==> config.mk <==
export PLATFORM = sky130hd
export DESIGN_NAME = dot_accum_unit
export DESIGN_NICKNAME = d
export VERILOG_FILES = /design/src/rtl/dot_accum_unit.sv
export SDC_FILE = /design/constraint.sdc
export NUM_CORES = 2
export LEC_CHECK = 0
export ABC_AREA = 0
export ABC_CLOCK_PERIOD_IN_PS = 25200
export CORE_ASPECT_RATIO = 0.75
export CORE_UTILIZATION = 69
export CTS_BUF_LIST = sky130_fd_sc_hd__clkbuf_2
export DETAILED_ROUTE_END_ITERATION = 16
export PLACE_DENSITY_LB_ADDON = 0.05
export SYNTH_ARGS = -nofsm -noshare
export SYNTH_HDL_FRONTEND = slang
export SYNTH_SLANG_ARGS = --single-unit
==> constraint.sdc <==
create_clock -name clk -period 25.2 [get_ports clk]
set_input_delay 2.52 -clock clk [delete_from_list [all_inputs] [get_ports clk]]
set_output_delay 2.52 -clock clk [all_outputs]
set_load 0.1 [all_outputs]
==> src/rtl/dot_accum_unit.sv <==
// rtl/dot_accum_unit.sv - multi-lane dot-product accumulator with registered adder tree
//
// Purpose:
//   Each accepted beat multiplies LANES operand pairs (S1), reduces the products
//   through a balanced adder tree (S2) and folds the tree sum into a per-vector
//   accumulator (S3). A vector ends on in_last or when MAX_BEATS beats have been
//   accepted. Operand signedness and saturation mode are captured on the first
//   beat of a vector and carried down the pipeline with every beat of it.
//
// Ports:
//   clk, rst                 clock, synchronous active-high reset
//   in_valid/in_ready        beat handshake
//   in_a, in_b               packed operands, lane 0 in the LSBs
//   in_last                  final beat of the current vector
//   in_signed, in_sat        operand signedness / saturating accumulation (first beat only)
//   out_valid/out_ready      result handshake; result held stable while stalled
//   out_sum                  accumulated dot product
//   out_count                beats in the vector (1..MAX_BEATS)
//   out_ovf                  overflow seen anywhere in the vector
//   out_trunc                vector was closed by MAX_BEATS rather than in_last

module dot_accum_unit #(
  parameter int LANES       = 8,
  parameter int INPUT_WIDTH = 8,
  parameter int ACC_WIDTH   = 32,
  parameter int MAX_BEATS   = 256
) (
  input  logic                         clk,
  input  logic                         rst,
  input  logic                         in_valid,
  output logic                         in_ready,
  input  logic [LANES*INPUT_WIDTH-1:0] in_a,
  input  logic [LANES*INPUT_WIDTH-1:0] in_b,
  input  logic                         in_last,
  input  logic                         in_signed,
  input  logic                         in_sat,
  output logic                         out_valid,
  input  logic                         out_ready,
  output logic [ACC_WIDTH-1:0]         out_sum,
  output logic [$clog2(MAX_BEATS):0]   out_count,
  output logic                         out_ovf,
  output logic                         out_trunc
);

  localparam int IW    = INPUT_WIDTH;
  localparam int PW    = 2 * INPUT_WIDTH;
  localparam int TW    = PW + $clog2(LANES);
  localparam int CW    = $clog2(MAX_BEATS) + 1;
  localparam int AW    = ACC_WIDTH;
  localparam int NODES = 2 * LANES - 1;

  // One enable for the whole pipeline: everything moves only when the output
  // register is free or being drained this cycle.
  logic en;
  logic accept;

  assign en       = !out_valid || out_ready;
  assign in_ready = en;
  assign accept   = in_valid && en;

  // ---------------------------------------------------------------------------
  // Input bookkeeping: beat counter and per-vector mode capture
  // ---------------------------------------------------------------------------
  logic [CW-1:0] beat_cnt;     // beats already accepted in the open vector
  logic [CW-1:0] beat_num;     // 1-based index of the beat being offered
  logic          mode_signed;
  logic          mode_sat;
  logic          first_beat;
  logic          hit_max;
  logic          close_beat;
  logic          beat_signed;
  logic          beat_sat;

  always_comb begin
    first_beat  = (beat_cnt == '0);
    beat_num    = beat_cnt + CW'(1);
    hit_max     = (beat_num == CW'(MAX_BEATS));
    close_beat  = in_last || hit_max;
    // Later beats of a vector ignore their own mode inputs.
    beat_signed = first_beat ? in_signed : mode_signed;
    beat_sat    = first_beat ? in_sat    : mode_sat;
  end

  always_ff @(posedge clk) begin
    if (rst) begin
      beat_cnt    <= '0;
      mode_signed <= 1'b0;
      mode_sat    <= 1'b0;
    end else if (accept) begin
      beat_cnt <= close_beat ? '0 : beat_num;
      if (first_beat) begin
        mode_signed <= in_signed;
        mode_sat    <= in_sat;
      end
    end
  end

  // ---------------------------------------------------------------------------
  // Lane multipliers
  // ---------------------------------------------------------------------------
  // Operands are extended to PW bits first; the low PW bits of the PW x PW
  // product are then the exact product for both signed and unsigned operands.
  logic [PW-1:0] prod [LANES];

  always_comb begin : mul_blk
    logic [PW-1:0] xa;
    logic [PW-1:0] xb;
    xa = '0;
    xb = '0;
    for (int i = 0; i < LANES; i++) begin
      xa = {{IW{beat_signed & in_a[i*IW + IW-1]}}, in_a[i*IW +: IW]};
      xb = {{IW{beat_signed & in_b[i*IW + IW-1]}}, in_b[i*IW +: IW]};
      prod[i] = xa * xb;
    end
  end

  // ---------------------------------------------------------------------------
  // S1: products and beat attributes
  // ---------------------------------------------------------------------------
  logic          s1_valid;
  logic [PW-1:0] s1_prod [LANES];
  logic          s1_first;
  logic          s1_close;
  logic          s1_trunc;
  logic          s1_signed;
  logic          s1_sat;
  logic [CW-1:0] s1_count;

  always_ff @(posedge clk) begin
    if (rst) begin
      s1_valid <= 1'b0;
    end else if (en) begin
      s1_valid <= in_valid;
      if (in_valid) begin
        s1_prod   <= prod;
        s1_first  <= first_beat;
        s1_close  <= close_beat;
        s1_trunc  <= hit_max && !in_last;
        s1_signed <= beat_signed;
        s1_sat    <= beat_sat;
        s1_count  <= beat_num;
      end
    end
  end

  // ---------------------------------------------------------------------------
  // Adder tree: heap layout, leaves at LANES-1 .. 2*LANES-2, root at 0.
  // ---------------------------------------------------------------------------
  logic [TW-1:0] tree_sum;

  always_comb begin : tree_blk
    logic [TW-1:0] node [NODES];
    for (int i = 0; i < LANES; i++) begin
      node[LANES-1+i] = {{(TW-PW){s1_signed & s1_prod[i][PW-1]}}, s1_prod[i]};
    end
    for (int k = LANES - 2; k >= 0; k--) begin
      node[k] = node[2*k+1] + node[2*k+2];
    end
    tree_sum = node[0];
  end

  // ---------------------------------------------------------------------------
  // S2: reduced tree sum
  // ---------------------------------------------------------------------------
  logic          s2_valid;
  logic [TW-1:0] s2_tree;
  logic          s2_first;
  logic          s2_close;
  logic          s2_trunc;
  logic          s2_signed;
  logic          s2_sat;
  logic [CW-1:0] s2_count;

  always_ff @(posedge clk) begin
    if (rst) begin
      s2_valid <= 1'b0;
    end else if (en) begin
      s2_valid <= s1_valid;
      if (s1_valid) begin
        s2_tree   <= tree_sum;
        s2_first  <= s1_first;
        s2_close  <= s1_close;
        s2_trunc  <= s1_trunc;
        s2_signed <= s1_signed;
        s2_sat    <= s1_sat;
        s2_count  <= s1_count;
      end
    end
  end

  // ---------------------------------------------------------------------------
  // S3: accumulate with one guard bit
  // ---------------------------------------------------------------------------
  logic [AW-1:0] acc;
  logic          acc_ovf;
  logic [AW:0]   base;
  logic [AW:0]   addend;
  logic [AW:0]   sum_wide;
  logic          ovf_now;
  logic [AW-1:0] clamp;
  logic [AW-1:0] acc_next;
  logic          ovf_next;

  always_comb begin
    // First beat of a vector starts from zero, so a stale acc never leaks in.
    base     = s2_first ? '0 : {s2_signed & acc[AW-1], acc};
    addend   = {{(AW+1-TW){s2_signed & s2_tree[TW-1]}}, s2_tree};
    sum_wide = base + addend;
    // Signed: guard bit disagreeing with the ACC_WIDTH sign bit means the
    // result left the signed range. Unsigned: the guard bit is the carry out.
    ovf_now  = s2_signed ? (sum_wide[AW] ^ sum_wide[AW-1]) : sum_wide[AW];
    // In signed mode the guard bit is the true sign, selecting min or max.
    if (!s2_signed) begin
      clamp = '1;
    end else if (sum_wide[AW]) begin
      clamp = {1'b1, {(AW-1){1'b0}}};
    end else begin
      clamp = {1'b0, {(AW-1){1'b1}}};
    end
    acc_next = (ovf_now && s2_sat) ? clamp : sum_wide[AW-1:0];
    ovf_next = (!s2_first && acc_ovf) || ovf_now;
  end

  always_ff @(posedge clk) begin
    if (rst) begin
      acc       <= '0;
      acc_ovf   <= 1'b0;
      out_valid <= 1'b0;
      out_sum   <= '0;
      out_count <= '0;
      out_ovf   <= 1'b0;
      out_trunc <= 1'b0;
    end else if (en) begin
      if (s2_valid) begin
        acc     <= acc_next;
        acc_ovf <= ovf_next;
      end
      // A closing beat reloads the output in the same cycle the previous
      // result is taken, so back-to-back vectors need no bubble.
      out_valid <= s2_valid && s2_close;
      if (s2_valid && s2_close) begin
        out_sum   <= acc_next;
        out_count <= s2_count;
        out_ovf   <= ovf_next;
        out_trunc <= s2_trunc;
      end
    end
  end

endmodule
Yosys cells after proc, flatten, opt, wreduce, memory -nomap -nowiden:

Cells that the tools add are included.

* logic and storage cells: 103
* register bits: 265
* memory bits (writable): 0
* latch bits: 0
* memories: 0
* input port bits: 135
* memory bits (read-only): 0

* equal/unequal tests: 1
* shifts and indexed selects: 0
* bitwise gates (word level): 28
* div/mod/pow operators: 0
* add/sub/neg operators: 9
* multipliers: 8
* muxes and demuxes: 8
* reduce and logical (&&, ||, !) cells: 16
* $lt $le $gt $ge: 0

Operators with widths (count)
* 9-bit by 9-bit multiplier with 16-bit output: 8
* 32-bit 2-to-1 mux: 3
* 17-bit by 17-bit adder with 18-bit output: 4
* 18-bit by 18-bit adder with 19-bit output: 2
* 33-bit adder: 1
* 33-bit 2-to-1 mux: 1
* 1-bit bitwise AND: 26
* 19-bit adder: 1
* 9-bit by 1-bit adder with 9-bit output (second input constant): 1
* 9-bit == test (second input constant): 1
* 9-bit zero test: 1
* 9-bit 2-to-1 mux: 1
* 3-bit AND reduction: 2
* 1-bit logical AND: 5
* 2-bit AND reduction: 2
* 1-bit zero test: 3
* 1-bit logical OR: 3
* 1-bit 2-to-1 mux: 3
* 1-bit NOT: 1
* 1-bit XOR: 1

Longest topological paths before layout:

* word-level depth: 7
* gate-level depth with buffers: 28
* depth with buffers taken out: 27

Worst setup path after synthesis:

No wires, ideal clock.

* path type: input-to-reg
* from: input port out_ready
* to: register s1_close (enable)
* arrival time: 10045 ps
* required time: 24554 ps
* cell stages on the path: 5
* buffers on the path: 2
* setup slack: 14509 ps
* cell sequence: nand2b_1 -> clkbuf_1 -> nand2_1 -> clkbuf_1 -> nor2_1

* longest elaborated chain between the ends: 2

RTL lines
* start, declared: line 38 `input logic out_ready,`
* 1-bit logical OR: line 57 `assign en = !out_valid || out_ready;`
* named net in_ready: line 31 `output logic in_ready,`
* 3-bit AND reduction (no line)
* end signal, assigned: line 137 `s1_close <= close_beat;`
* end, declared: line 123 `logic s1_close;`

The timed path passes the listed nets, and every way through them passes these cells.
A chain may end at the register's enable or synchronous reset.

==> impl_metrics.csv <==
group,metric,value,unit
outcome,outcome,"finished clean",
die,die_h,199,um
logic_synthesis,yosysSeqAreaShare,19.8,%
clock_tree,postCtsSetupBuffers,0,
drt,dr.first_iter.drc_count,1509,
drt,ant_nets,0,
critical_path,worstPathArrival,9.15,ns
clock_tree,cts_root_buf,"clkbuf_2",
job,maxCapViolCount,0,
drt,drc,0,
die,rows,71,
timing,setup_viol,0,
global_route,grt_usage,31.4,%
timing,period_share,33.9,%
global_route,grt_pass1_vias,26300,
layout,final_common_cell,"inv_1",
hold_path,worst_hold_path_type,"reg -> reg",
drt,via_count,24700,
timing,fmax,0.117,GHz
timing,finalCriticalPeriod,8.54,ns
logic_synthesis,ys.flop_type,"edfxtp_1",
timing,fin_skew,0.0946,ns
placement,place.gp.congestion,0.953,
die,coreArea,0.0505,mm2
layout,finalNetCount,4857,
die,initial_core_util,70.5,%
placement,hpwl,63800,um
logic_synthesis,ys_warn_count,0,
logic_synthesis,synth.avg_cell_area,9.76,um2
critical_path,crit_chain,"clkdlybuf4s50_1, nand2_1, nand2_2, buf_4, nand2_1, or2_2, fa_1, fa_1, inv_1, fa_1, fa_1, inv_1, fa_1, inv_1, ha_1, a21oi_1, o21bai_1, a21oi_1, nor2b_1, o21a_1, o21ai_0, nand2b_1, a21oi_1, xnor2_1",
critical_path,end_kind,"flip-flop",
critical_path,worstPathRequired,25.81,ns
timing,slew_violations,0,
clock_tree,cts_tree,"done",
critical_path,cp_slowest_cell,"buf_4",
clock_tree,htree_levels,3,
drt,firstDrtPassIters,5,
die,die_x,264,um
global_route,grt_max_degree,77,
layout,drive_above_1_share,3.75,%
clock_tree,clockBufferDepth,3,
placement,port_buffers,179,
drt,wire_per_inst,17.1,um
clock_tree,cts_made_buffers,66,
logic_synthesis,syn_area,0.0356,mm2
timing,setup-tns-final,0,ns
critical_path,cpMostUsedCell,"fa_1",
critical_path,cp-start-kind,"input port",
logic_synthesis,ys_seq_elements,265,
global_route,grt_pass1_wl,131000,um
clock_tree,cts.sinks,265,
global_route,grt_overflow,0,
timing,setup_slack,16.66,ns
clock_tree,ctsHoldBuffers,0,
clock_tree,path_clk_slew,0.11,ns
die,ios,180,
logic_synthesis,synth_nets,4713,
die,dieArea,0.0526,mm2
timing,hold_viol,0,
logic_synthesis,yosys.cell_types.count,66,
critical_path,setup.worst_path.class,"in -> reg",
critical_path,crit_fanout,55,
logic_synthesis,async_flop_share,0,%
clock_tree,cts_resized,0,
logic_synthesis,synth_edf_count,175,
timing,max_slew_margin,27.9,%
drt,finalWirelength,77200,um
timing,rsz0062_at_grt,"false",
timing,worst-slew-pin-transition,1.08,ns
layout,mostFrequentLayoutCells,"827 x inv_1, 608 x fa_1, 324 x and2_1, 318 x ha_1, 282 x nand2_1",
clock_tree,clkLatencyLatePin,0.91,ns
critical_path,cp_slowest_stage_delay,0.66,ns
placement,post-place-ws,15.84,ns
global_route,antenna_found_initial,1,
layout,synthToLayoutAreaGrowth,8.06,%
drt,drt-vias-per-instance,5.48,
logic_synthesis,syn_inst,3652,
==> cells in the mapped netlist (3+ instances only) <==
cell type	number	share of area, %
or2_2	16	0.28
a21oi_1	115	1.6
o21a_1	23	0.48
a21o_1	27	0.57
nand3_1	55	0.77
nand2b_1	21	0.37
ha_1	318	11
buf_1	4	0.042
a211oi_1	68	1.4
mux2i_1	3	0.084
nand4_1	3	0.053
nor2_1	185	1.9
fa_1	608	34
nand2_1	283	3.0
a22oi_1	5	0.11
or3_1	4	0.070
clkbuf_1	105	1.1
inv_1	827	8.7
and3_1	12	0.21
o21ai_0	38	0.53
dfxtp_1	90	5.1
xor2_1	38	0.93
buf_4	3	0.063
o211ai_1	4	0.084
o31ai_1	4	0.084
nor3_1	12	0.17
xnor2_1	156	3.8
a31oi_1	5	0.088
a21boi_0	4	0.084
o21bai_1	20	0.42
o22ai_1	3	0.053
edfxtp_1	175	15
and2_1	325	5.7
nor2b_1	57	1.0
==> per-stage QoR <==
| step | std cells | util (%) | instance area, um2 | hold slack [ns] |
|---|---|---|---|---|
| floorplan | 3652 | - | 35600 | 0.400 |
| global route | 4500 | 76.2 | 38500 | 0.433 |
| CTS | 4499 | 76.2 | 38500 | 0.425 |
| global placement | 4385 | 75.0 | 37900 | 0.403 |
| finish | 4500 | 76.2 | 38500 | 0.423 |
| detailed placement | 4385 | 75.0 | 37900 | 0.405 |
==> critical path: cells and delay by family <==
kind                       cells  cell delay, ns
buffers and inverters          5            1.26
AOI/OAI and AO/OA              6            1.09
adders and majority gates      6            2.71
xor gates and xnor gates       1            0.10
and+or+nand+nor                6            1.39
==> final timing paths <==
check | startpoint | endpoint | slack (ns) | cells past startpoint
setup / recovery | in_signed | s1_prod[63] | 16.66 | 24
hold / removal | s1_first | s2_first | 0.42 | 0
setup reg to reg | beat_cnt[0] | s1_prod[63] | 17.50 | 28
hold reg to reg | s1_first | s2_first | 0.42 | 0
==> sequential cells by signal, indices dropped and copies added, names as in the netlist, 9 cells and up <==
name	cells
out_count	9
s1_prod	128
s2_count	9
s1_count	9
out_sum	32
beat_cnt	9
s2_tree	19
acc	32
==> layer usage <==
metal  up-vias  GRT usage, %  wire [um]
met3       126          4.57       4520
met5         -             0          0
met2       734          51.6      37200
met4         0          8.10       1670
li1      11500             -          -
met1     12300          44.3      33800
==> area by class of cell <==
cell class	instances	area, um2
Inverter	827	3100
Clock inverter	17	128
Clock buffer	97	485
Timing Repair Buffer	188	1850
Multi-Input combinational cell	2448	25100
Sequential cell	265	7060
Tap cell	657	822
Antenna cell	1	2.50
Fill cell	3542	12000
==> kinds of logic after synthesis <==
group                      after synthesis  share of synthesized area, %
DFF                                    265                          19.8
AOI/OAI and AO/OA                      339                          6.21
buffers and inverters                  939                          9.92
and+or+nand+nor                        985                          13.8
xor gates and xnor gates               195                          4.81
adders and majority gates              926                          45.3
muxes                                    3                        0.0843
Power is not shown: default switching activity piles up to over one toggle a cycle in this logic, so the estimate is an artifact.
==> edit: new RTL, same settings <==
Change the parameter `MAX_BEATS` from 256 to 512.
--- a/src/rtl/dot_accum_unit.sv
+++ b/src/rtl/dot_accum_unit.sv
@@ -23,7 +23,7 @@
   parameter int LANES       = 8,
   parameter int INPUT_WIDTH = 8,
   parameter int ACC_WIDTH   = 32,
-  parameter int MAX_BEATS   = 256
+  parameter int MAX_BEATS   = 512
 ) (
   input  logic                         clk,
   input  logic                         rst,
Ports: changed (resized out_count); port bits go from 180 to 181. No check against the original RTL was run, so the function may have changed too.
==> edit against the unedited design <==
- wire length increased by 0.52%
- utilization grew 0.41 points
- design area up 0.71%
- area after synthesis is 0.41% higher
- die area up 0.41%
- setup slack improved by 0.0029 ns
- fmax about the same
- sequential cell count grew 4
Power is not shown: default switching activity piles up to over one toggle a cycle in this logic, so the estimate is an artifact.
==> edit: results (changes against the unedited design) <==
| Metric | Value |
|---|---|
| Slowest stage delay, CP | `0.61 ns (was 0.66 ns)` |
| Inserted Clock Buffers | `69 (was 66)` |
| Worst hold endpoint | `s2_count[5] (was s2_first)` |
| Filler cells | `3428 (was 3542)` |
| Worst r2r src | `beat_cnt[2] (was beat_cnt[0])` |
| Metal2 WL | `37.20 mm (was 37.17 mm)` |
| Highest clock rate | `117.1 MHz (about the same)` |
| Latest clock arrival within the worst-skew pair | `0.97 ns (was 0.91 ns)` |
| Worst R2R Setup Slack | `17.58 ns (was 17.50 ns)` |
| Largest net degree at the start of global routing | `76 (was 77)` |
| Status | `finished clean (unchanged)` |
| Hold path startpoint | `s1_count[5] (was s1_first)` |
| Mapped Nets | `4657 (was 4713)` |
| Number of synthesized flops with an enable pin | `177 (was 175)` |
| GR Util met3 | `5.693% (was 4.568%)` |
| Worst r2r dst | `s1_prod[31] (was s1_prod[63])` |
| Slowest CP cell | `nand2_2 (was buf_4)` |
| Synth cell types | `71 (was 66)` |
| Post-layout nets | `4806 (was 4857)` |
| DP Wirelength | `63.09 mm (was 63.82 mm)` |
| WL/cell | `17.41 um (was 17.15 um)` |
| GP Congestion | `0.9242 (was 0.9527)` |
| Pre-CTS setup slack | `15.81 ns (was 15.84 ns)` |
| Vias per std cell | `5.537 (was 5.484)` |
| Worst endpoint data arrival time | `9.21 ns (was 9.15 ns)` |
| Wire length on met1 | `33.88 mm (was 33.80 mm)` |
| XOR/XNOR Fraction of Synth Area | `4.871% (was 4.814%)` |
| Vias in the first global route | `26400 (was 26260)` |
==> edit: cell count changes in the layout (fill, tap and decap cells not counted), sizes merged, moves of 5 or more <==
cell,unedited run,this run
a211oi,68,13
and3,12,18
o21a,23,18
o221a,0,44
nor3,12,7
nor2,185,114
xnor2,157,165
nand2,283,291
inv,828,816
clkinv,12,18
nand2b,21,29
a21o,27,32
a21oi,116,121
==> edit: metrics by stage <==
stage / hold WS [ns] / instances / area [sq um]
final: 0.4229 / 4455 / 38780
after CTS: 0.4241 / 4454 / 38780
after global routing: 0.4332 / 4455 / 38780
after floorplan: 0.4003 / 3597 / 35780
after global placement: 0.4027 / 4332 / 38040
after detailed placement: 0.4045 / 4332 / 38040
==> edit: final cells by class <==
class / count / share of cell area, %
Sequential cell: 269 / 18.45
Timing Repair Buffer: 188 / 4.788
Clock inverter: 27 / 0.6872
Tap cell: 657 / 2.120
Antenna cell: 1 / 0.006452
Clock buffer: 95 / 1.226
Multi-Input combinational cell: 2405 / 64.85
Inverter: 813 / 7.869
